**src/rtl/mem_arb_pkg.sv**
```systemverilog
// Shared definitions for the instruction/data memory arbiter.
//   state_t          : arbiter FSM encoding (IDLE, ACCESS, ACK)
//   owner_t          : which port currently owns the memory (fetch or data)
//   MAX_WAIT_STATES  : largest supported number of wait states
//   cnt_width()      : width of the wait-state down-counter
package mem_arb_pkg;

    typedef enum logic [1:0] {
        IDLE   = 2'd0,
        ACCESS = 2'd1,
        ACK    = 2'd2
    } state_t;

    typedef enum logic {
        OWN_IF = 1'b0,
        OWN_D  = 1'b1
    } owner_t;

    localparam int MAX_WAIT_STATES = 15;

    // max(1, clog2(ws+1)): a zero-wait build still needs a 1-bit counter
    function automatic int cnt_width(input int ws);
        return (ws < 1) ? 1 : $clog2(ws + 1);
    endfunction

endpackage

```
**src/rtl/mem_arbiter_rr_arbiter2.sv**
```systemverilog
// Combinational two-way arbiter.
//   i_req0        : fetch port request
//   i_req1        : data port request
//   i_last_owner  : port granted most recently
//   i_fixed_prio  : 1 = data port wins every conflict, 0 = alternate
//   o_valid       : at least one request present
//   o_grant       : winning port (meaningful only when o_valid)
module rr_arbiter2
    import mem_arb_pkg::*;
(
    input  logic   i_req0,
    input  logic   i_req1,
    input  owner_t i_last_owner,
    input  logic   i_fixed_prio,
    output logic   o_valid,
    output owner_t o_grant
);

    always_comb begin
        o_valid = i_req0 | i_req1;
        o_grant = OWN_IF;
        if (i_req0 && i_req1) begin
            if (i_fixed_prio)
                o_grant = OWN_D;
            else
                o_grant = (i_last_owner == OWN_IF) ? OWN_D : OWN_IF;
        end else if (i_req1) begin
            o_grant = OWN_D;
        end
    end

endmodule

```
**src/rtl/mem_arbiter.sv**
```systemverilog
// Shares one unified memory between the instruction-fetch port and the
// data (load/store) port. Each access is granted in IDLE, held on the
// memory for WAIT_STATES extra cycles in ACCESS, and acknowledged with a
// one-cycle pulse in ACK.
//   clk, reset_n                 : clock, synchronous active-low reset
//   if_req/if_addr               : fetch request (level) and byte address
//   if_ack/if_rdata              : fetch completion pulse and fetched word
//   d_req/d_we/d_addr/d_wdata    : data request, store flag, address, data
//   d_ack/d_rdata                : data completion pulse and loaded word
//   mem_addr/mem_wdata/mem_we    : drive the memory
//   mem_rdata                    : memory combinational read data
//   busy                         : high whenever the FSM is not IDLE
module mem_arbiter
    import mem_arb_pkg::*;
#(
    parameter int WAIT_STATES = 1,
    parameter int FIXED_PRIO  = 0
) (
    input  logic        clk,
    input  logic        reset_n,
    input  logic        if_req,
    input  logic [31:0] if_addr,
    output logic        if_ack,
    output logic [31:0] if_rdata,
    input  logic        d_req,
    input  logic        d_we,
    input  logic [31:0] d_addr,
    input  logic [31:0] d_wdata,
    output logic        d_ack,
    output logic [31:0] d_rdata,
    output logic [31:0] mem_addr,
    output logic [31:0] mem_wdata,
    output logic        mem_we,
    input  logic [31:0] mem_rdata,
    output logic        busy
);

    localparam int WS_EFF = (WAIT_STATES > MAX_WAIT_STATES) ? MAX_WAIT_STATES : WAIT_STATES;
    localparam int CNT_W  = cnt_width(WS_EFF);
    localparam logic [CNT_W-1:0] CNT_LOAD = CNT_W'(WS_EFF);

    state_t            r_state;
    state_t            w_state_next;
    logic [CNT_W-1:0]  r_count;
    logic [CNT_W-1:0]  w_count_next;
    owner_t            r_owner;
    owner_t            r_last_owner;
    logic              r_we;
    logic [31:0]       r_mem_addr;
    logic [31:0]       r_mem_wdata;
    logic [31:0]       r_if_rdata;
    logic [31:0]       r_d_rdata;

    logic              w_grant_valid;
    owner_t            w_grant;
    logic              w_if_ack;
    logic              w_d_ack;
    logic              w_mem_we;
    logic              w_capture;

    rr_arbiter2 u_pick (
        .i_req0       (if_req),
        .i_req1       (d_req),
        .i_last_owner (r_last_owner),
        .i_fixed_prio (FIXED_PRIO != 0),
        .o_valid      (w_grant_valid),
        .o_grant      (w_grant)
    );

    always_comb begin
        w_state_next = r_state;
        w_count_next = r_count;
        w_if_ack     = 1'b0;
        w_d_ack      = 1'b0;
        w_mem_we     = 1'b0;
        w_capture    = 1'b0;
        case (r_state)
            IDLE: begin
                if (w_grant_valid) begin
                    w_state_next = ACCESS;
                    w_count_next = CNT_LOAD;
                end
            end
            ACCESS: begin
                if (r_count != '0) begin
                    w_count_next = r_count - CNT_W'(1);
                end else begin
                    // Final ACCESS cycle: the write strobe and read capture
                    // both happen here, exactly once per access.
                    w_mem_we     = r_we;
                    w_capture    = ~r_we;
                    w_state_next = ACK;
                end
            end
            ACK: begin
                w_if_ack     = (r_owner == OWN_IF);
                w_d_ack      = (r_owner == OWN_D);
                w_state_next = IDLE;
            end
            default: w_state_next = IDLE;
        endcase
    end

    always_ff @(posedge clk) begin
        if (!reset_n) begin
            r_state      <= IDLE;
            r_count      <= '0;
            r_owner      <= OWN_IF;
            r_last_owner <= OWN_D;   // first conflict goes to fetch
            r_we         <= 1'b0;
            r_mem_addr   <= '0;
            r_mem_wdata  <= '0;
            r_if_rdata   <= '0;
            r_d_rdata    <= '0;
        end else begin
            r_state <= w_state_next;
            r_count <= w_count_next;
            if (r_state == IDLE && w_grant_valid) begin
                r_owner      <= w_grant;
                r_last_owner <= w_grant;
                if (w_grant == OWN_D) begin
                    r_mem_addr  <= d_addr;
                    r_mem_wdata <= d_wdata;
                    r_we        <= d_we;
                end else begin
                    // Fetches never write; mem_wdata keeps its last value.
                    r_mem_addr  <= if_addr;
                    r_we        <= 1'b0;
                end
            end
            if (w_capture) begin
                if (r_owner == OWN_IF)
                    r_if_rdata <= mem_rdata;
                else
                    r_d_rdata  <= mem_rdata;
            end
        end
    end

    assign if_ack    = w_if_ack;
    assign d_ack     = w_d_ack;
    assign mem_we    = w_mem_we;
    assign busy      = (r_state != IDLE);
    assign mem_addr  = r_mem_addr;
    assign mem_wdata = r_mem_wdata;
    assign if_rdata  = r_if_rdata;
    assign d_rdata   = r_d_rdata;

endmodule

```
**config.mk**
```make
export PLATFORM = sky130hd
export DESIGN_NAME = mem_arbiter
export DESIGN_NICKNAME = d
export VERILOG_FILES = /design/src/rtl/mem_arb_pkg.sv /design/src/rtl/mem_arbiter_rr_arbiter2.sv /design/src/rtl/mem_arbiter.sv
export SDC_FILE = /design/constraint.sdc
export NUM_CORES = 1
export LEC_CHECK = 0
export CORE_MARGIN = 8
export CORE_UTILIZATION = 37
export DETAILED_ROUTE_END_ITERATION = 6
export GPL_TIMING_DRIVEN = 1
export MAX_ROUTING_LAYER = met4
export PLACE_DENSITY = 0.76
export SLEW_MARGIN = 25
export SYNTH_ARGS = -nofsm -noshare
export SYNTH_HDL_FRONTEND = slang
export SYNTH_SLANG_ARGS = --single-unit
export TNS_END_PERCENT = 50
```
**constraint.sdc**
```tcl
create_clock -name clk -period 1.5 [get_ports clk]
set_input_delay 0.225 -clock clk [delete_from_list [all_inputs] [get_ports clk]]
set_output_delay 0.225 -clock clk [all_outputs]
set_load 0.02 [all_outputs]
```
==> reports/metrics.yaml, run 1 <==
grt_pass1_wl_um: 27700
number_of_antenna_violations_at_the_first_check_in_global_routing: 1
num_io_pins: 265
power_density_mw_per_mm2: 1170
crit_path_start: "r_state[1]"
critPathArrivalTime_ns: 1.80
post_route_cells_drive_above_1_share_pct: 13.2
ctsLongestPathBuffers: 2
detail_route.iter0.violations: 178
worst_margin_slew_ns: 0.277
async_reset_ff_share_pct: 0
synth_top_cell_by_area: "sky130_fd_sc_hd__dfxtp_1"
ys_seq_elements: 134
maxCapViolations: 0
remaining_drc_errors: 0
total_number_of_vias: 5077
critical_path.most_common_cell: "sky130_fd_sc_hd__buf_4"
synth.distinct_cells: 30
maxSlewViolCount: 0
post_synth_main_area_contributors: "sky130_fd_sc_hd__dfxtp_1 48%, sky130_fd_sc_hd__mux2i_1 17%, sky130_fd_sc_hd__nand2_1 15%"
hold_violations: 0
postSynth.topFlopCell: "sky130_fd_sc_hd__dfxtp_1"
dpl.cell_count: 1028
yosys-top-cells-count: "228 x sky130_fd_sc_hd__nand2_1, 134 x sky130_fd_sc_hd__dfxtp_1, 96 x sky130_fd_sc_hd__mux2i_1, 34 x sky130_fd_sc_hd__a21oi_1, 29 x sky130_fd_sc_hd__a311oi_2"
cp.required_ns: 1.83
first_global_vias: 5262
die_width_um: 139
cp-endpoint: "if_rdata[22]"
yosys.area.top_type_share_pct: 47.6
drt-total-wl_um: 17800
cp_num_buf_inv: 3
start_util_pct: 37.5
portBuffers: 264
yosys.cell_count.top_type: "sky130_fd_sc_hd__nand2_1"
dp_hpwl_um: 12800
grt_remaining_overflow: 0
regToRegSetupSlack_ns: 0.03
final_area_mm2: 0.00915
fin_crit_share_pct: 98.2
cts_sinks: 134
cp-start-kind: "register"
finClkSkew_ns: 0.00879
synth_edf_count: 0
unrepaired_setup_endpoints_after_global_routing: "true"
core-area_mm2: 0.0150
antenna_left: 0
hold_slack_ns: 0.172
cts_hold_buf: 0
fmax_mhz: 679
setup_viol: 0
syn-instance-count: 595
worstPathMaxFanout: 16
post-route-min-period_ns: 1.47
routabilityCongestion: 0.773
ys_warn_count: 0
final.setup.tns_ns: 0
grt_start_max_net_pins: 41
post_synth_instance_area_mm2: 0.00564
slowest_stage_cell_crit_path: "sky130_fd_sc_hd__dfxtp_2"
status: "completed"
fillerInstances: 1314
ir_worst_vdd_v: 0.000720
clock_latency_ns: 0.41
drt-wirelength-per-cell_um: 16.7
die_area_mm2: 0.0194
cts.clk_slew.worst_paths_ns: 0.06
timing.critical_path.max_delay_family: "buffers and inverters"
timing.critical_path.slowest_cell_delay_ns: 0.34
r2r-end: "if_rdata[22]"
critical_path_cell_count: 6
slew-limit-headroom_pct: 81.5
crit_path_cell_trace: "buf_4, nand2b_4, nor4_4, buf_4, clkbuf_16, mux2i_2"
cts.root.buffer_cell: "sky130_fd_sc_hd__clkbuf_16"
avgSynthCellArea_um2: 9.48
grt_use_total_pct: 18.3
area_growth_from_synthesis_to_final_layout_pct: 62.3
cts_buffers: 17
finish.cell_count_without_fillers: 1065
via_per_inst: 4.77
tritoncts: "built"
worstRegToRegCells: 6
floorplan.die.height_um: 139
end_kind: "register"
yosysSeqAreaShare_pct: 47.6
worstHoldPathType: "primary input to register"
core.rowCount: 45
num-nets-final: 996
postPlaceCellArea_mm2: 0.00856
p_leak_uw: 0.00425
drt_pass1_iterations: 4
synthesized_nets: 728
worstSetupPathType: "register to register"
htreeDepth: 4
timing.rr.start: "r_state[1]"
metrics by stage:
step | utilization [%] | setup WS [ns] | total power, uW
finish | 60.9 | 0.0273 | 10700
global route | 60.9 | -0.0116 | 11200
CTS | 60.3 | -0.0888 | 10800
detailed placement | 57.0 | -0.307 | 6390
global placement | 57.0 | -0.241 | 6370
floorplan | - | 0.124 | 5250
worst min path at each step:
stage             startpoint             to  slack (ns)  cells past startpoint
4_1_cts              reset_n    if_rdata[7]        0.15                      3
5_1_grt              reset_n    if_rdata[7]        0.16                      3
3_5_place_dp   mem_wdata[27]  mem_wdata[27]        0.45                      2
3_3_place_gp    mem_wdata[2]   mem_wdata[2]        0.44                      2
2_1_floorplan     d_wdata[0]   mem_wdata[0]        0.37                      2
6_report             reset_n    if_rdata[7]        0.17                      3
routing by layer:
metal / vias up / wire [um] / track usage [%]
met2: 192 / 8380 / 28.9
li1: 2554 / - / -
met4: 0 / 367 / 6.87
met3: 23 / 1460 / 7.25
met5: - / 0 / -
met1: 2308 / 7570 / 20.4
sequential cells by signal (all words and copies together) (netlist names):
name / cells
r_owner: 1
r_count: 1
if_rdata: 32
r_last_owner: 1
mem_wdata: 32
mem_addr: 32
d_rdata: 32
r_we: 1
r_state: 2
repair_timing:
action	in CTS	in global routing
setup buffers	0	2
pin swaps	0	1
gates resized for setup	151	12
setup endpoints to repair	134	38
cloned	0	2
endpoints found under the hold margin	0	0
worst min-delay path: cells and delay by family:
family        cells  cell delay [ns]
simple gates      1             0.08
mux               1             0.05
buf+inv           1             0.18
logic make-up (layout without fill, tap and decap cells):
logic type      Yosys count  after routing  synth area share [%]
simple gates            241            241                  17.4
flops                   134            134                  47.6
mux                      96             96                  17.0
compound gates           72             72                  12.2
buf+inv                  52            333                  5.84
other cells               0              1                     0
power by group:
group	leakage [uW]	total (uW)	internal, uW	switching (uW)
Clock	0.000312	4520	2960	1560
Combinational	0.00284	2220	1070	1150
Sequential	0.00110	3960	3830	134
final cells by class:
type,count,area [um^2],share of cell area (%)
Inverter,2,7.51,0.0820
Clock buffer,21,480,5.25
Antenna cell,1,2.50,0.0273
Sequential cell,134,2690,29.3
Multi-Input combinational cell,409,2650,28.9
Timing Repair Buffer,299,2930,32.0
Tap cell,188,235,2.57
Clock inverter,11,170,1.86
cells in the final DEF (no fill, tap or decap), types with 2 or more instances in the layout:
cell,count
sky130_fd_sc_hd__clkinv_2,2
sky130_fd_sc_hd__bufinv_16,4
sky130_fd_sc_hd__buf_6,4
sky130_fd_sc_hd__buf_12,11
sky130_fd_sc_hd__nand3b_1,2
sky130_fd_sc_hd__mux2i_1,94
sky130_fd_sc_hd__nor3b_2,2
sky130_fd_sc_hd__dfxtp_2,2
sky130_fd_sc_hd__a311oi_2,29
sky130_fd_sc_hd__clkinvlp_4,3
sky130_fd_sc_hd__a21oi_1,34
sky130_fd_sc_hd__nand2_1,228
sky130_fd_sc_hd__mux2i_2,2
sky130_fd_sc_hd__clkbuf_8,4
sky130_fd_sc_hd__a311oi_1,3
sky130_fd_sc_hd__inv_2,2
sky130_fd_sc_hd__dfxtp_1,132
sky130_fd_sc_hd__dlygate4sd2_1,128
sky130_fd_sc_hd__clkbuf_16,19
sky130_fd_sc_hd__clkdlybuf4s50_1,131
sky130_fd_sc_hd__buf_4,21
(Power assumes the default switching activity.)
==> run 2, diff against run 1 <==
- RECOVER_POWER: not set -> 50
==> reports/metrics.yaml, run 2 (synthesis gave the netlist of run 1 again) <==
status: "completed"
worstPathMaxFanout: 16
power_density_mw_per_mm2: 1170
grt_remaining_overflow: 0
fmax_mhz: 677
setup_viol: 0
maxSlewViolCount: 0
grt_start_max_net_pins: 41
critical_path_cell_count: 6
cts_sinks: 134
core-area_mm2: 0.0150
total_number_of_vias: 5077
end_kind: "register"
power_switching_share_pct: 26.6
start_util_pct: 37.5
post-route-min-period_ns: 1.48
timing.critical_path.slowest_cell_delay_ns: 0.34
cp.required_ns: 1.83
grt_use_total_pct: 18.3
num_io_pins: 265
cp-endpoint: "if_rdata[22]"
ir_worst_vdd_v: 0.000720
dp_hpwl_um: 12800
power_frac_clock_pct: 42.3
critPathArrivalTime_ns: 1.80
crit_path_start: "r_state[1]"
cts_buffers: 17
drt_pass1_iterations: 4
ctsLongestPathBuffers: 2
first_global_vias: 5262
cp_num_buf_inv: 3
finClkSkew_ns: 0.00869
hold_violations: 0
power.combinational.fraction_pct: 20.7
p_sw_uw: 2850
worstSetupPathType: "register to register"
highest_layer: "met4"
total_power_uw: 10700
num-nets-final: 996
drt-wirelength-per-cell_um: 16.7
power.share.sequential_pct: 37.0
crit_path_cell_trace: "buf_4, nand2b_4, nor4_4, buf_4, clkbuf_16, mux2i_2"
timing.rr.start: "r_state[1]"
critical_path.most_common_cell: "sky130_fd_sc_hd__buf_4"
die_width_um: 139
worst_margin_slew_ns: 0.427
maxCapViolations: 0
via_per_inst: 4.77
routabilityCongestion: 0.773
cts.clk_slew.worst_paths_ns: 0.06
cts_hold_buf: 0
unrepaired_setup_endpoints_after_global_routing: "true"
detailroute.wirelength.met2_um: 8390
number_of_antenna_violations_at_the_first_check_in_global_routing: 1
finish.cell_count_without_fillers: 1065
detail_route.iter0.violations: 175
clock_latency_ns: 0.41
leading_cell_types_in_the_layout_fill_and_taps_excluded: "228 x sky130_fd_sc_hd__nand2_1, 132 x sky130_fd_sc_hd__dfxtp_1, 131 x sky130_fd_sc_hd__clkdlybuf4s50_1, 128 x sky130_fd_sc_hd__dlygate4sd2_1, 94 x sky130_fd_sc_hd__mux2i_1"
core.rowCount: 45
regToRegSetupSlack_ns: 0.02
post_route_cells_drive_above_1_share_pct: 13.2
timing.critical_path.max_delay_family: "buffers and inverters"
area_growth_from_synthesis_to_final_layout_pct: 61.9
remaining_drc_errors: 0
worstRegToRegCells: 6
worstHoldPathType: "primary input to register"
tritoncts: "built"
htreeDepth: 4
grt_pass1_wl_um: 27700
p_leak_uw: 0.00424
fin_crit_share_pct: 98.4
power.internal_uw: 7850
slew-limit-headroom_pct: 71.5
dpl.cell_count: 1028
cp-start-kind: "register"
antenna_left: 0
layout_commonest_cell: "sky130_fd_sc_hd__nand2_1"
drt-total-wl_um: 17800
slowest_stage_cell_crit_path: "sky130_fd_sc_hd__dfxtp_2"
cts.root.buffer_cell: "sky130_fd_sc_hd__clkbuf_16"
r2r-end: "if_rdata[22]"
met3RoutedLength_um: 1460
met1Wirelength_um: 7560
die_area_mm2: 0.0194
portBuffers: 264
floorplan.die.height_um: 139
[run 2: cell count changes in the layout (fill, tap and decap cells not counted)]
cell,delta
sky130_fd_sc_hd__buf_6,+2
sky130_fd_sc_hd__buf_12,-1
sky130_fd_sc_hd__clkbuf_16,-1
[run 2: worst min-delay path by stage]
stage | endpoint | slack [ns] | cells past startpoint | start
final | if_rdata[7] | 0.17 | 3 | reset_n
after global placement | mem_wdata[2] | 0.44 | 2 | mem_wdata[2]
after detailed placement | mem_wdata[27] | 0.45 | 2 | mem_wdata[27]
after floorplan | mem_wdata[0] | 0.37 | 2 | d_wdata[0]
after CTS | if_rdata[7] | 0.15 | 3 | reset_n
after global routing | if_rdata[7] | 0.16 | 3 | reset_n
[run 2: power by group through the flow]
stage,sequential (uW),combinational (uW),clock (uW)
after CTS,3960,2180,4620
after detailed placement,4040,2340,0
after global placement,4040,2330,0
after floorplan,4340,907,0
final,3960,2210,4530
after global routing,3990,2370,4780
[run 2: area by class of cell]
type	instances	area, um^2
Clock inverter	11	170
Antenna cell	1	2.50
Tap cell	188	235
Clock buffer	21	480
Inverter	2	7.51
Timing Repair Buffer	299	2900
Multi-Input combinational cell	409	2650
Sequential cell	134	2690
Fill cell	1316	5900
[run 2: repair_timing]
| action | CTS | global route |
|---|---|---|
| pin swaps | 0 | 1 |
| buffers inserted | 0 | 2 |
| setup endpoints to repair | 134 | 38 |
| cloned | 0 | 2 |
| gates resized for setup | 151 | 12 |
[run 2: worst register-to-register path, cell delays in order (launching register included)]
cell	delay [ns]
sky130_fd_sc_hd__dfxtp_2	0.34
sky130_fd_sc_hd__buf_4	0.15
sky130_fd_sc_hd__nand2b_4	0.16
sky130_fd_sc_hd__nor4_4	0.12
sky130_fd_sc_hd__buf_4	0.18
sky130_fd_sc_hd__clkbuf_16	0.21
sky130_fd_sc_hd__mux2i_2	0.24
[run 2: per-layer routing]
layer,global-route usage [%],up-vias
met4,6.87,0
met5,-,-
met3,7.25,23
li1,-,2555
met1,20.4,2307
met2,28.9,192
[run 2: through the flow]
stage	worst slack (ns)	setup TNS (ns)	util, %	instance area (um^2)	hold WS [ns]
2_1_floorplan	0.124	0	-	5640	0.367
3_3_place_gp	-0.241	-13.01	57.0	8560	0.442
3_5_place_dp	-0.307	-14.97	57.0	8560	0.447
4_1_cts	-0.0888	-0.107	60.3	9060	0.149
5_1_grt	-0.0116	-0.0264	60.7	9130	0.162
6_report	0.0237	0	60.7	9130	0.172
